--- src/rtl/bisection_pkg.sv ---
// Shared definitions for the multi-channel bisection controller:
// FSM state encoding and width helpers used by the top and channel modules.
package bisection_pkg;

    typedef enum logic [2:0] {
        ST_IDLE = 3'd0,
        ST_SCAN = 3'd1,
        ST_REQ  = 3'd2,
        ST_EVAL = 3'd3,
        ST_DONE = 3'd4
    } state_e;

    // Ceiling log2 for elaboration-time width calculation.
    function automatic int clog2_f(input int value);
        int result;
        result = 0;
        for (int i = 0; i < 31; i++) begin
            if ((1 << i) < value) begin
                result = i + 1;
            end
        end
        return result;
    endfunction

    // Channel pointer width, never narrower than one bit.
    function automatic int ptr_width_f(input int n_ch);
        return (n_ch > 1) ? clog2_f(n_ch) : 1;
    endfunction

endpackage

--- src/rtl/bisection_channel.sv ---
// One channel of the bisection search: interval bounds a/b, midpoint c,
// iteration and stall tracking, and the sticky end-of-search flags.
// State changes only on init (run start) or when selected in EVAL.
module bisection_channel
    import bisection_pkg::*;
#(
    parameter int W         = 10,
    parameter int TOL       = 1,
    parameter int MAX_ITER  = 12,
    parameter int STALL_CNT = 3
) (
    input  logic         clk,
    input  logic         rst,
    input  logic         init_i,
    input  logic         eval_i,
    input  logic [W-1:0] q_desired_i,
    input  logic [W-1:0] q_measured_i,
    output logic [W-1:0] c_o,
    output logic         converged_o,
    output logic         unstable_o,
    output logic         timeout_o,
    output logic         finished_o
);

    localparam int ITER_W  = clog2_f(MAX_ITER + 1) + 1;
    localparam int STALL_W = clog2_f(STALL_CNT + 1) + 1;
    localparam logic [W-1:0] C_INIT = {1'b0, {(W-1){1'b1}}};

    logic [W-1:0]       a_q, a_d, b_q, b_d, c_q, c_d;
    logic [ITER_W-1:0]  iter_q, iter_d;
    logic [STALL_W-1:0] stall_q, stall_d;
    logic signed [W:0]  prev_err_q, prev_err_d;
    logic               conv_q, conv_d, unst_q, unst_d, tout_q, tout_d;
    logic signed [W:0]  diff_s, err_s;
    logic [W:0]         sum_s;

    // Next-state: interval update, stall tracking and flag decisions for one evaluation.
    always_comb begin
        a_d        = a_q;
        b_d        = b_q;
        c_d        = c_q;
        iter_d     = iter_q;
        stall_d    = stall_q;
        prev_err_d = prev_err_q;
        conv_d     = conv_q;
        unst_d     = unst_q;
        tout_d     = tout_q;
        diff_s     = $signed({1'b0, q_measured_i}) - $signed({1'b0, q_desired_i});
        if (diff_s[W] == 1'b1) begin
            err_s = -diff_s;
        end else begin
            err_s = diff_s;
        end
        sum_s = {1'b0, a_q} + {1'b0, b_q};
        if (init_i) begin
            a_d        = '0;
            b_d        = '1;
            c_d        = C_INIT;
            iter_d     = '0;
            stall_d    = '0;
            // All-ones (-1) can never match a magnitude, so the first sample never stalls.
            prev_err_d = '1;
            conv_d     = 1'b0;
            unst_d     = 1'b0;
            tout_d     = 1'b0;
        end else if (eval_i) begin
            iter_d     = iter_q + ITER_W'(1);
            prev_err_d = err_s;
            if (err_s == prev_err_q) begin
                stall_d = stall_q + STALL_W'(1);
            end else begin
                stall_d = '0;
            end
            if (err_s <= $signed((W+1)'(TOL))) begin
                conv_d = 1'b1;
            end else begin
                if (q_desired_i > q_measured_i) begin
                    a_d = c_q;
                end else begin
                    b_d = c_q;
                end
                sum_s = {1'b0, a_d} + {1'b0, b_d};
                c_d   = sum_s[W:1];
                if (stall_d >= STALL_W'(STALL_CNT - 1)) begin
                    unst_d = 1'b1;
                end else if (iter_d == ITER_W'(MAX_ITER)) begin
                    tout_d = 1'b1;
                end else begin
                    tout_d = tout_q;
                end
            end
        end else begin
            a_d = a_q;
        end
    end

    // Channel state registers.
    always_ff @(posedge clk or posedge rst) begin
        if (rst) begin
            a_q        <= '0;
            b_q        <= '1;
            c_q        <= C_INIT;
            iter_q     <= '0;
            stall_q    <= '0;
            prev_err_q <= '1;
            conv_q     <= 1'b0;
            unst_q     <= 1'b0;
            tout_q     <= 1'b0;
        end else begin
            a_q        <= a_d;
            b_q        <= b_d;
            c_q        <= c_d;
            iter_q     <= iter_d;
            stall_q    <= stall_d;
            prev_err_q <= prev_err_d;
            conv_q     <= conv_d;
            unst_q     <= unst_d;
            tout_q     <= tout_d;
        end
    end

    assign c_o         = c_q;
    assign converged_o = conv_q;
    assign unstable_o  = unst_q;
    assign timeout_o   = tout_q;
    assign finished_o  = conv_q | unst_q | tout_q;

endmodule

--- src/rtl/multi_bisection_ctrl.sv ---
// Time-multiplexed N-channel bisection controller. A single FSM walks the
// masked channels round-robin, requests one measurement at a time over the
// req/ready handshake and hands the captured sample to the selected channel.
module multi_bisection_ctrl
    import bisection_pkg::*;
#(
    parameter int BUS_WIDTH = 10,
    parameter int TOL       = 1,
    parameter int N_CH      = 4,
    parameter int MAX_ITER  = BUS_WIDTH + 2,
    parameter int STALL_CNT = 3
) (
    input  logic                           clk,
    input  logic                           rst,
    input  logic                           enable,
    input  logic                           start,
    input  logic [N_CH-1:0]                ch_mask,
    input  logic [N_CH*BUS_WIDTH-1:0]      q_desired,
    input  logic [BUS_WIDTH-1:0]           q_measured,
    input  logic                           meas_ready,
    output logic                           meas_req,
    output logic [ptr_width_f(N_CH)-1:0]   meas_ch,
    output logic [N_CH*BUS_WIDTH-1:0]      i_ref,
    output logic [N_CH-1:0]                converged,
    output logic [N_CH-1:0]                unstable,
    output logic [N_CH-1:0]                timeout,
    output logic                           busy,
    output logic                           done
);

    localparam int W     = BUS_WIDTH;
    localparam int PTR_W = ptr_width_f(N_CH);

    state_e             state_q, state_d;
    logic [PTR_W-1:0]   ptr_q, ptr_d, ptr_inc_s, ch_q;
    logic [N_CH-1:0]    mask_q, mask_d;
    logic [W-1:0]       meas_q, meas_d;
    logic               busy_q, req_q, done_q;
    logic [N_CH-1:0]    finished_s, init_s, eval_s;
    logic               all_done_s;

    assign ptr_inc_s  = (ptr_q == PTR_W'(N_CH - 1)) ? '0 : ptr_q + PTR_W'(1);
    assign all_done_s = &(~mask_q | finished_s);

    // FSM next-state, channel selection and measurement capture.
    always_comb begin
        state_d = state_q;
        ptr_d   = ptr_q;
        mask_d  = mask_q;
        meas_d  = meas_q;
        init_s  = '0;
        eval_s  = '0;
        case (state_q)
            ST_IDLE: begin
                if (start && enable) begin
                    state_d = ST_SCAN;
                    mask_d  = ch_mask;
                    ptr_d   = '0;
                    init_s  = ch_mask;
                end else begin
                    state_d = ST_IDLE;
                end
            end
            ST_SCAN: begin
                if (!enable) begin
                    state_d = ST_IDLE;
                end else if (all_done_s) begin
                    state_d = ST_DONE;
                end else if (mask_q[ptr_q] && !finished_s[ptr_q]) begin
                    state_d = ST_REQ;
                end else begin
                    ptr_d = ptr_inc_s;
                end
            end
            ST_REQ: begin
                if (!enable) begin
                    state_d = ST_IDLE;
                end else if (meas_ready) begin
                    meas_d  = q_measured;
                    state_d = ST_EVAL;
                end else begin
                    state_d = ST_REQ;
                end
            end
            ST_EVAL: begin
                if (!enable) begin
                    state_d = ST_IDLE;
                end else begin
                    eval_s[ptr_q] = 1'b1;
                    ptr_d         = ptr_inc_s;
                    state_d       = ST_SCAN;
                end
            end
            ST_DONE: begin
                state_d = ST_IDLE;
            end
            default: begin
                state_d = ST_IDLE;
            end
        endcase
    end

    // Control registers; status outputs are registered from the next state.
    always_ff @(posedge clk or posedge rst) begin
        if (rst) begin
            state_q <= ST_IDLE;
            ptr_q   <= '0;
            mask_q  <= '0;
            meas_q  <= '0;
            busy_q  <= 1'b0;
            req_q   <= 1'b0;
            done_q  <= 1'b0;
            ch_q    <= '0;
        end else begin
            state_q <= state_d;
            ptr_q   <= ptr_d;
            mask_q  <= mask_d;
            meas_q  <= meas_d;
            busy_q  <= (state_d != ST_IDLE);
            req_q   <= (state_d == ST_REQ);
            done_q  <= (state_d == ST_DONE);
            ch_q    <= ptr_d;
        end
    end

    for (genvar k = 0; k < N_CH; k++) begin : g_ch
        bisection_channel #(
            .W         (W),
            .TOL       (TOL),
            .MAX_ITER  (MAX_ITER),
            .STALL_CNT (STALL_CNT)
        ) u_ch (
            .clk          (clk),
            .rst          (rst),
            .init_i       (init_s[k]),
            .eval_i       (eval_s[k]),
            .q_desired_i  (q_desired[k*W +: W]),
            .q_measured_i (meas_q),
            .c_o          (i_ref[k*W +: W]),
            .converged_o  (converged[k]),
            .unstable_o   (unstable[k]),
            .timeout_o    (timeout[k]),
            .finished_o   (finished_s[k])
        );
    end

    assign meas_req = req_q;
    assign meas_ch  = ch_q;
    assign busy     = busy_q;
    assign done     = done_q;

endmodule

--- config.mk ---
export PLATFORM = sky130hd
export DESIGN_NAME = multi_bisection_ctrl
export DESIGN_NICKNAME = d
export VERILOG_FILES = /design/src/rtl/bisection_pkg.sv /design/src/rtl/bisection_channel.sv /design/src/rtl/multi_bisection_ctrl.sv
export SDC_FILE = /design/constraint.sdc
export NUM_CORES = 1
export LEC_CHECK = 0
export CAP_MARGIN = 20
export CORE_MARGIN = 5
export CORE_UTILIZATION = 50
export CTS_BUF_LIST = sky130_fd_sc_hd__clkbuf_8
export DETAILED_ROUTE_END_ITERATION = 7
export HOLD_SLACK_MARGIN = 0.08
export PLACE_DENSITY_LB_ADDON = 0.2
export SLEW_MARGIN = 20
export SYNTH_ARGS = -nofsm -noshare
export SYNTH_HDL_FRONTEND = slang
export SYNTH_SLANG_ARGS = --single-unit
--- constraint.sdc ---
create_clock -name clk -period 9.9 [get_ports clk]
set_input_delay 1.485 -clock clk [delete_from_list [all_inputs] [get_ports clk]]
set_output_delay 1.485 -clock clk [all_outputs]
set_load 0.01 [all_outputs]
==> out/results.ini <==
[route]
wl_per_cell_um=17.3
drtIter0Drc=617
drtPass1Iterations=5
postRouteAntennaNets=0
viasPerCell=5.85
drt_wl_total_mm=42.0
via_count=14231
drc=0

[sta]
tightest_slew_ns=0.986
fin_tns_setup_ns=0
finalCritPeriodShare_pct=57.5
hold_viol=0
timing.fmax_mhz=176
finalClockSkew_ns=0.0230
setup_viol=0
final.min_clock_period_ns=5.69
relSlewSlack_pct=33.3
drv_slew=0
rsz0062_at_grt=no
finalWorstSetupSlack_ns=4.21

[worst_setup_path]
critPathCapture=g_ch[3].u_ch.c_o[9]$_DFFE_PP0P_
start_kind=primary input
reg2reg_depth=18
cpMostUsedCell=o21ai_0
cp-end-kind=register
cp_max_fo=21
crit_slowest_cell=clkdlybuf4s50_1
reg2reg_to=g_ch[0].u_ch.c_o[9]$_DFFE_PP0P_
crit_start=q_desired[36]
cp.arrival_ns=6.11
max_stage_delay_ns=0.46
crit_required_ns=10.31
reg2reg_slack_ns=5.00
reg2reg_from=meas_q[1]$_DFFE_PP0P_
crit_type=in2reg
path_cells=clkdlybuf4s50_1, inv_1, ha_1, a211o_1, a211oi_1, nand4_1, a21oi_2, buf_4, mux2_2, ha_1, nor2b_1, o21ai_0, a21boi_0, o21ai_0, a21boi_0, o21ai_0, nand2b_1, a21o_1, a21oi_1, mux2i_1

[placed_design]
gp_congestion=0.865
dp_hpwl_mm=30.2
io_buffer_count=115
pre_cts_ws_ns=3.44

[synthesis]
synthArstFlopShare_pct=100
syn_area_um2=16900
synth_nets=2028
synthTopCellsByArea=dfstp_2 (19%), dfrtp_1 (16%), ha_1 (6.8%)
synth-edff-count=0
ys_seq_elements=230
syn_area_per_cell_um2=9.05
synth_top_area_share_pct=18.6
ys.flop_type=dfstp_2
synth_cells=1869
ys_warn_count=0
synth_area_leader_cell=dfstp_2
ys_types=96
synth-seq-area-share_pct=34.9

[die]
fp.dieH_um=194
start_util_pct=50.6
rows=67
coreArea_um2=33400
die_x_um=194
num_io_pins=116
dieArea_um2=37600

[layout]
final_common_cell=nand2_1
nets=2107
synthToLayoutAreaGrowth_pct=14.1
n_antenna_cell=0
drive_above_1_share_pct=14.9
final_cell_mix=nand2_1 (189), nor2_1 (142), inv_1 (122)

[hold_path]
hold_class=reg2reg

[power_and_ir_drop]
leakagePower_nw=8.59
p_per_area_nw_per_um2=317
peakVddDrop_uv=172

[global_routing]
grt_pass1_wl_mm=70.4
grt_max_degree=93
grt_pass1_vias=14340
antenna_found_initial=0
grt_util_all_layers_pct=21.9
overflow=0

[cts]
clk_pin_slew_ns=0.06
htreeDepth=2
cts_tree=done
cts_resized=0
post-cts-setup-buffer-count=0
clkSinkCount=230
cts_buffers=45
worstSkewPairLatency_ns=0.57
hold_buffers=0
cts-root-buf=clkbuf_8
clockBufferDepth=3

[run_status]
status=finished, final reports clean

[job]
maxCapViolCount=0

[power breakdown]
| group | internal [W] | switching [W] |
|---|---|---|
| clock network | 0.000575 | 0.000425 |
| registers | 0.00125 | 0.000185 |
| logic | 0.00163 | 0.00205 |
| total | 0.00346 | 0.00266 |
[final cells by class]
cell class	instances	area, um^2
fill	2989	14200
multi-input combinational	1442	10200
sequential	230	5910
timing repair buffer	128	1250
clock buffer	58	798
tap	448	561
inverter	101	387
clock inverter	26	155
[worst max-delay path: cells and delay by family]
family	cells	cell delay [ns]
buffers and inverters	3	0.81
AND/OR/NAND/NOR	3	0.51
adder cells (fa/ha/maj)	2	0.75
AO/OA/AOI/OAI	10	2.05
multiplexers	2	0.48
[logic make-up after synthesis]
logic type / synth area share, %
xor gates and xnor gates: 8.04
DFF: 34.9
buffers and inverters: 4.87
muxes: 6.19
and+or+nand+nor: 18.1
AOI/OAI and AO/OA: 20.1
adders and majority gates: 7.75
[layer usage]
| metal | share of wire (%) | up-vias | track usage, % | wire [um] |
|---|---|---|---|---|
| met5 | 0 | - | 0 | 0 |
| met4 | 2.8 | 0 | 7.03 | 1170 |
| met3 | 4.3 | 84 | 3.60 | 1790 |
| met2 | 50 | 277 | 38.8 | 20900 |
| met1 | 43 | 6914 | 27.4 | 18100 |
| li1 | - | 6956 | - | - |
[worst min-delay path by stage]
stage / from / endpoint / slack [ns] / cells past startpoint
after detailed placement: mask_q[0]$_DFFE_PP0P_ / mask_q[0]$_DFFE_PP0P_ / 0.46 / 2
after global routing: g_ch[2].u_ch.stall_q[1]$_DFFE_PP0P_ / g_ch[2].u_ch.stall_q[1]$_DFFE_PP0P_ / 0.51 / 2
after CTS: mask_q[1]$_DFFE_PP0P_ / mask_q[1]$_DFFE_PP0P_ / 0.48 / 2
final: mask_q[0]$_DFFE_PP0P_ / mask_q[0]$_DFFE_PP0P_ / 0.47 / 2
after global placement: mask_q[0]$_DFFE_PP0P_ / mask_q[0]$_DFFE_PP0P_ / 0.45 / 2
after floorplan: mask_q[0]$_DFFE_PP0P_ / mask_q[0]$_DFFE_PP0P_ / 0.44 / 2
[flip-flops by register name, indices dropped and copies added, names as in the netlist, 2 cells and up]
name and count:
g_ch.u_ch.converged_o 4, g_ch.u_ch.iter_q 20, meas_ch 2, g_ch.u_ch.stall_q 12
g_ch.u_ch.c_o 40, state_q 3, g_ch.u_ch.a_q 40, meas_q 10
g_ch.u_ch.b_q 40, mask_q 4, g_ch.u_ch.prev_err_q 44, g_ch.u_ch.timeout_o 4
g_ch.u_ch.unstable_o 4
[Yosys cell counts, types with 8 or more instances]
library cell  instances
xnor2_1              67
o22a_1               19
a2bb2oi_1            13
mux2i_1              37
nor4b_1               9
a21oi_1              95
fa_1                  8
o31ai_1              11
o21ai_1              17
buf_4                14
clkbuf_1             66
nor2_1              142
o211ai_1             10
a211o_1              11
mux2_2               58
nand4_1              26
ha_1                 92
o21ai_0             104
and3_1               30
nor3_1               38
xnor3_1               8
nor3b_1               8
a21boi_0              8
or3_1                13
buf_2                13
nor2b_1              20
inv_1               101
and2_1               15
o21a_1               16
dfstp_2             120
a31oi_1              23
nand2b_1             14
dfrtp_1             110
xor2_1               53
a31o_2               12
a211oi_1             20
o2bb2ai_1            10
nand2_1             189
a21o_1               30
nor4_1               12
nand3_1              64
[per-stage QoR]
step	hold slack (ns)	instance area (um^2)	util, %	total power (W)	instances
6_report	0.474	19300	57.7	0.00612	2433
5_1_grt	0.508	19300	57.7	0.00664	2433
4_1_cts	0.479	19300	57.6	0.00614	2433
3_5_place_dp	0.464	18300	54.7	0.00510	2349
3_3_place_gp	0.451	18300	54.7	0.00502	2349
2_1_floorplan	0.439	16900	-	0.00427	1869
Note: power is estimated with default switching activity, not from simulation.
